`src/rtl/oisc_muldiv_seq_if.sv`:
```
// Request/result bus between the oisc8 port logic and the multiply/divide engine.
interface oisc_muldiv_seq_if #(
  parameter int unsigned WIDTH = 8
);
  logic             start;
  logic             op;
  logic [WIDTH-1:0] opa;
  logic [WIDTH-1:0] opb;
  logic             busy;
  logic             done;
  logic [WIDTH-1:0] res_lo;
  logic [WIDTH-1:0] res_hi;
  logic             div_zero;

  modport master (
    output start, op, opa, opb,
    input  busy, done, res_lo, res_hi, div_zero
  );

  modport slave (
    input  start, op, opa, opb,
    output busy, done, res_lo, res_hi, div_zero
  );
endinterface

```
`src/rtl/oisc_muldiv_seq.sv`:
```
// Iterative multiply (shift-add, LSB first) / divide (restoring, MSB first) engine.
// Performs STEPS iterations per clock; results only change on entry to the done state.
module oisc_muldiv_seq #(
  parameter int unsigned WIDTH  = 8,
  parameter int unsigned STEPS  = 1,
  parameter int unsigned SIGNED = 0
) (
  input logic              clk,
  input logic              rst,
  oisc_muldiv_seq_if.slave bus
);

  localparam int unsigned N  = WIDTH / STEPS;
  localparam int unsigned CW = $clog2(WIDTH + 1);

  typedef enum logic [1:0] {StIdle, StCalc, StDone} state_e;

  state_e           state;
  logic             op_q;
  logic             sign_a;
  logic             sign_b;
  // opnd: multiplicand magnitude (mul) or divisor magnitude (div)
  logic [WIDTH-1:0] opnd;
  // mul: hi/lo = running product, lo shifts the multiplier out
  // div: hi = partial remainder, lo shifts dividend out and quotient in
  logic [WIDTH-1:0] hi;
  logic [WIDTH-1:0] lo;
  logic [CW-1:0]    cnt;
  logic             busy_q;
  logic             done_q;
  logic             dz_q;
  logic [WIDTH-1:0] res_lo_q;
  logic [WIDTH-1:0] res_hi_q;

  logic             in_sa;
  logic             in_sb;
  logic [WIDTH-1:0] mag_a;
  logic [WIDTH-1:0] mag_b;

  logic [WIDTH-1:0]   hi_n;
  logic [WIDTH-1:0]   lo_n;
  logic [WIDTH:0]     sum;
  logic [WIDTH:0]     rem_sh;
  logic [2*WIDTH-1:0] prod;
  logic [2*WIDTH-1:0] prod_f;
  logic [WIDTH-1:0]   quo_f;
  logic [WIDTH-1:0]   rem_f;
  logic [WIDTH-1:0]   fin_lo;
  logic [WIDTH-1:0]   fin_hi;

  assign in_sa = (SIGNED != 0) && bus.opa[WIDTH-1];
  assign in_sb = (SIGNED != 0) && bus.opb[WIDTH-1];
  // Magnitude of the most negative value wraps to itself, which is the correct unsigned magnitude
  assign mag_a = in_sa ? -bus.opa : bus.opa;
  assign mag_b = in_sb ? -bus.opb : bus.opb;

  // STEPS iterations of the selected algorithm on the working registers
  always_comb begin
    hi_n   = hi;
    lo_n   = lo;
    sum    = '0;
    rem_sh = '0;
    for (int s = 0; s < STEPS; s++) begin
      if (!op_q) begin
        sum  = {1'b0, hi_n} + {1'b0, ({WIDTH{lo_n[0]}} & opnd)};
        lo_n = {sum[0], lo_n[WIDTH-1:1]};
        hi_n = sum[WIDTH:1];
      end else begin
        rem_sh = {hi_n, lo_n[WIDTH-1]};
        lo_n   = {lo_n[WIDTH-2:0], 1'b0};
        if (rem_sh >= {1'b0, opnd}) begin
          // Difference is below the divisor, so it fits in WIDTH bits
          hi_n    = rem_sh[WIDTH-1:0] - opnd;
          lo_n[0] = 1'b1;
        end else begin
          hi_n = rem_sh[WIDTH-1:0];
        end
      end
    end
  end

  // Sign fix-up of the final iteration's magnitudes
  always_comb begin
    prod   = {hi_n, lo_n};
    prod_f = (sign_a ^ sign_b) ? -prod : prod;
    quo_f  = (sign_a ^ sign_b) ? -lo_n : lo_n;
    rem_f  = sign_a ? -hi_n : hi_n;
    fin_lo = op_q ? quo_f : prod_f[WIDTH-1:0];
    fin_hi = op_q ? rem_f : prod_f[2*WIDTH-1:WIDTH];
  end

  // Control FSM with registered busy/done/results
  always_ff @(posedge clk or negedge rst) begin
    if (!rst) begin
      state    <= StIdle;
      op_q     <= 1'b0;
      sign_a   <= 1'b0;
      sign_b   <= 1'b0;
      opnd     <= '0;
      hi       <= '0;
      lo       <= '0;
      cnt      <= '0;
      busy_q   <= 1'b0;
      done_q   <= 1'b0;
      dz_q     <= 1'b0;
      res_lo_q <= '0;
      res_hi_q <= '0;
    end else if (state != StCalc && bus.start) begin
      op_q   <= bus.op;
      sign_a <= in_sa;
      sign_b <= in_sb;
      dz_q   <= 1'b0;
      cnt    <= CW'(N);
      if (bus.op && bus.opb == '0) begin
        state    <= StDone;
        busy_q   <= 1'b0;
        done_q   <= 1'b1;
        dz_q     <= 1'b1;
        res_lo_q <= '1;
        res_hi_q <= bus.opa;
      end else begin
        state  <= StCalc;
        busy_q <= 1'b1;
        done_q <= 1'b0;
        hi     <= '0;
        lo     <= bus.op ? mag_a : mag_b;
        opnd   <= bus.op ? mag_b : mag_a;
      end
    end else begin
      case (state)
        StCalc: begin
          hi  <= hi_n;
          lo  <= lo_n;
          cnt <= cnt - CW'(1);
          if (cnt == CW'(1)) begin
            state    <= StDone;
            busy_q   <= 1'b0;
            done_q   <= 1'b1;
            res_lo_q <= fin_lo;
            res_hi_q <= fin_hi;
          end
        end
        StDone: begin
          state  <= StIdle;
          done_q <= 1'b0;
        end
        default: begin
          state <= StIdle;
        end
      endcase
    end
  end

  assign bus.busy     = busy_q;
  assign bus.done     = done_q;
  assign bus.div_zero = dz_q;
  assign bus.res_lo   = res_lo_q;
  assign bus.res_hi   = res_hi_q;

endmodule
```
`src/flat_wrapper.sv`:
```
// flat-port wrapper written by rule: the top's interface ports become plain ports
module oisc_muldiv_seq_flat 
#(
  parameter int unsigned WIDTH  = 8,
  parameter int unsigned STEPS  = 1,
  parameter int unsigned SIGNED = 0
)
  (clk, rst, bus_start, bus_op, bus_opa, bus_opb, bus_busy, bus_done, bus_res_lo, bus_res_hi, bus_div_zero);
  oisc_muldiv_seq_if #(.WIDTH(WIDTH)) bus_i ();
  input logic clk;
  input logic rst;
  input wire logic [$bits(bus_i.start)-1:0] bus_start;
  input wire logic [$bits(bus_i.op)-1:0] bus_op;
  input wire logic [$bits(bus_i.opa)-1:0] bus_opa;
  input wire logic [$bits(bus_i.opb)-1:0] bus_opb;
  output wire logic [$bits(bus_i.busy)-1:0] bus_busy;
  output wire logic [$bits(bus_i.done)-1:0] bus_done;
  output wire logic [$bits(bus_i.res_lo)-1:0] bus_res_lo;
  output wire logic [$bits(bus_i.res_hi)-1:0] bus_res_hi;
  output wire logic [$bits(bus_i.div_zero)-1:0] bus_div_zero;
  assign bus_i.start = bus_start;
  assign bus_i.op = bus_op;
  assign bus_i.opa = bus_opa;
  assign bus_i.opb = bus_opb;
  assign bus_busy = bus_i.busy;
  assign bus_done = bus_i.done;
  assign bus_res_lo = bus_i.res_lo;
  assign bus_res_hi = bus_i.res_hi;
  assign bus_div_zero = bus_i.div_zero;
  oisc_muldiv_seq #(.WIDTH(WIDTH), .STEPS(STEPS), .SIGNED(SIGNED)) u_core (.clk(clk), .rst(rst), .bus(bus_i));
endmodule
```
`config.mk`:
```
export PLATFORM = sky130hd
export DESIGN_NAME = oisc_muldiv_seq_flat
export DESIGN_NICKNAME = d
export VERILOG_FILES = /design/src/rtl/oisc_muldiv_seq_if.sv /design/src/rtl/oisc_muldiv_seq.sv /design/src/flat_wrapper.sv
export SDC_FILE = /design/constraint.sdc
export NUM_CORES = 1
export LEC_CHECK = 0
export ABC_AREA = 1
export BUFFER_PORTS_ARGS = -buffer_cell sky130_fd_sc_hd__buf_4
export CAP_MARGIN = 40
export CORE_UTILIZATION = 50
export DETAILED_ROUTE_END_ITERATION = 10
export PLACE_DENSITY = 0.7
export SLEW_MARGIN = 25
export SYNTH_ARGS = -nofsm -noshare
export SYNTH_HDL_FRONTEND = slang
export SYNTH_SLANG_ARGS = --single-unit
```
`constraint.sdc`:
```
create_clock -name clk -period 3.1 [get_ports clk]
set_clock_uncertainty 0.1 [all_clocks]
set_input_delay 0 -clock clk [delete_from_list [all_inputs] [get_ports clk]]
set_output_delay 0 -clock clk [all_outputs]
set_load 0.02 [all_outputs]
```
==> summary.md <==
| Metric | Value |
|---|---|
| Pre-Repair DR Iteration Count | 5 |
| Die Wd | 83.8 um |
| Vias in the first global route | 3,092 |
| Vias per Instance | 5.47 |
| Synth-to-layout area growth | 19.3% |
| Worst-Skew Late Latency | 0.31 ns |
| CP endpoint kind | flip-flop |
| Core area | 6420 um2 |
| Critical-path cell list | dlygate4sd3_1 -> buf_4 -> nor3_1 -> dlygate4sd3_1 -> nand4_1 -> nand2_2 -> inv_1 -> o211ai_1 -> dlygate4sd3_1 -> o21ai_0 |
| Via count | 3,231 |
| First-pass GRT wire length | 15,000 um |
| Largest net degree at the start of global routing | 51 |
| Syn_area_per_cell | 7.30 um2 |
| Chip Height | 83.8 um |
| Gr ovfl total | 0 |
| Util after Layout | 62.2% |
| CTS root buffer | clkbuf_8 |
| IR drop worst, VDD | 0.558 mV |
| Setup TNS | 0 ns |
| Required time worst endpoint | 3.17 ns |
| Max_cap viols | 0 |
| Slowest-stage cell, CP | dlygate4sd3_1 |
| Top cells by area, synth | dfrtp_1 37%, nand2_1 14%, inv_1 7.5% |
| Cell area after synthesis | 3350 um2 |
| Antenna-violating nets left | 0 |
| CTS Buf Count | 5 |
| Final hold violation count | 0 |
| Fin area | 4000 um2 |
| DP Area | 3670 um2 |
| CP startpoint kind | input pin |
| Min cycle time layout | 2.71 ns |
| Antenna diodes | 0 |
| RSZ-0062 raised after global routing | no |
| Multi-input gate area | 1760 um2 |
| Final Net Count | 555 |
| # clock sinks | 50 |
| Worst path bufs/invs | 5 |
| Cell count after synthesis | 459 |
| Library cells used by synthesis | 33 |
| CTS H-tree depth | 2 |
| # IOs | 39 |
| WL/cell | 15.2 um |
| Final Max Tran Viols | 0 |
| Routed wire length | 8970 um |
| Clock tree buffer depth | 2 |
| Routability Congestion | 0.940 |
| Initial detailed-routing violation count | 148 |
| Critical Path AT | 2.78 ns |
| Pleak | 2.11 nW |
| Initial antenna violation count | 0 |
| Post-route DRC | 0 |
| Detailed Place HPWL | 6630 um |
| Critical path fanouts, max | 17 |
| Seq/Total Area, Yosys | 37.4% |
| Most frequent CP cell | dlygate4sd3_1 |
| Outcome | complete, no violations |
| Total die area | 7030 um2 |
| Yosys top cell by area | dfrtp_1 |
| CTS-repair resized insts | 0 |
| # fillers | 591 |
| Starting Density | 52.2% |
| I/O Buffers | 38 |
| Power Total | 4.51 mW |
| CTS clock-pin slew for the worst setup and hold paths | 0.10 ns |
| Hold WC Path Type | in -> reg |
| Period utilisation layout | 87.3% |
| Yosys warnings | 0 |
| Top cell family by delay on the critical path | buffers and inverters |
| Max-slew headroom | 56.0% |
| Worst slew pin tran | 0.660 ns |
| Setup bufs post-CTS | 0 |
| Pwr dens | 1130 nW/um2 |
| CTS tree | yes |
| Row count | 29 |
| CP Class | in -> reg |
| Final setup viols | 0 |
| Share of cells above drive strength 1 | 11.9% |
| CP max stage delay | 0.60 ns |
| Max Freq | 369 MHz |
| Syn Nets | 501 |
| Hold Buf Count CTS | 23 |
| Sequential Area | 1250 um2 |
| Yosys reg bits | 50 |
| Total GRT Usage | 27.2% |
| Post-synth top area share | 37.4% |
==> tightest hold or removal path, cell delays in order <==
cell	delay [ns]
buf_4	0.12
inv_1	0.07
o211ai_1	0.08
nand3_1	0.08
o21ai_0	0.07
==> layer usage <==
metal  up-vias  routed length (um)  global-route usage [%]
li1       1600                   -                       -
met1      1508                4110                    38.2
met2       110                4190                    44.2
met3        13                 536                    4.15
met4         0                 132                    6.58
met5         -                   0                       0
==> cell type report <==
cell class / count / area share [%]
multi-input combinational: 324 / 44.1
clock inverter: 2 / 0.407
tap: 77 / 2.41
inverter: 69 / 6.48
sequential: 50 / 31.3
clock buffer: 6 / 2.07
timing repair buffer: 63 / 13.3
==> cell usage after synthesis <==
cell type  number
nand2_1       121
inv_1          67
dfrtp_1        50
nand3_1        38
o21ai_0        35
a21oi_1        31
nor2_1         22
ha_1           20
o211ai_1       14
clkbuf_1        8
o21ai_1         7
buf_2           5
xor2_1          4
a21o_1          3
a21oi_2         3
nand2_2         3
nand4_1         3
nor3_1          3
a31oi_1         2
fa_1            2
inv_2           2
nand2_4         2
nor2_4          2
o22ai_1         2
xnor2_1         2
a21boi_0        1
a311o_1         1
buf_1           1
buf_4           1
buf_6           1
nand3_4         1
nand3b_1        1
o21bai_1        1
==> stage by stage <==
| step | instances | setup WS [ns] | hold slack [ns] |
|---|---|---|---|
| 3_5_place_dp | 560 | 0.908 | -0.0223 |
| 3_3_place_gp | 560 | 0.915 | -0.0267 |
| 5_1_grt | 591 | 0.191 | 0.0486 |
| 4_1_cts | 591 | 0.479 | 0.0337 |
| 6_report | 591 | 0.393 | 0.0373 |
| 2_1_floorplan | 459 | 1.00 | -0.396 |
==> cells in the final DEF (no fill, tap or decap), types with 3 or more instances in the layout <==
cell,count
a21oi_1,31
o211ai_1,14
dfrtp_1,50
inv_1,67
nor2_1,22
o21ai_0,35
nor3_1,3
xor2_1,4
o21ai_1,7
dlygate4sd3_1,23
buf_4,40
a21oi_2,3
nand2_1,121
nand4_1,3
a21o_1,3
clkbuf_8,6
ha_1,20
nand3_1,38
nand2_2,3
==> report_power, final <==
part / switching (mW) / total (mW) / leakage (nW) / internal [mW]
Clock: 0.237 / 0.421 / 0.0478 / 0.184
Sequential: 0.238 / 1.21 / 0.607 / 0.971
Combinational: 1.83 / 2.88 / 1.45 / 1.05
Total: 2.31 / 4.51 / 2.11 / 2.20
==> worst paths after layout <==
| kind | startpoint | end | slack [ns] | cells after the start |
|---|---|---|---|---|
| max in group asynchronous | rst | u_core.bus.res_hi[3]$_DFFE_PN0P_ | 2.29 | 2 |
| worst min-delay path | bus_opb[3] | u_core.lo[3]$_DFFE_PN0P_ | 0.04 | 5 |
| min in group asynchronous | rst | u_core.hi[7]$_DFFE_PN0P_ | 0.15 | 2 |
| worst max register to register | u_core.state[1]$_DFFE_PN0P_ | u_core.opnd[3]$_DFFE_PN0P_ | 0.51 | 8 |
| worst min register to register | u_core.bus.res_lo[6]$_DFFE_PN0P_ | u_core.bus.res_lo[6]$_DFFE_PN0P_ | 0.39 | 2 |
| worst max-delay path | bus_opb[1] | u_core.opnd[3]$_DFFE_PN0P_ | 0.39 | 10 |
==> flip-flops by register name, indices dropped and copies added, names as in the netlist <==
name,cells
u_core.opnd,8
u_core.bus.div_zero,1
u_core.bus.res_hi,8
u_core.cnt,4
u_core.op_q,1
u_core.bus.res_lo,8
u_core.hi,8
u_core.state,2
u_core.bus.done,1
u_core.lo,8
u_core.bus.busy,1
==> logic make-up after synthesis <==
group,after synthesis,synth area share (%)
and+or+nand+nor,196,25.4
AOI/OAI and AO/OA,100,17.0
buffers and inverters,85,10.0
DFF,50,37.4
adders and majority gates,22,8.67
xor gates and xnor gates,6,1.57
Note: power is estimated with default switching activity, not from simulation.
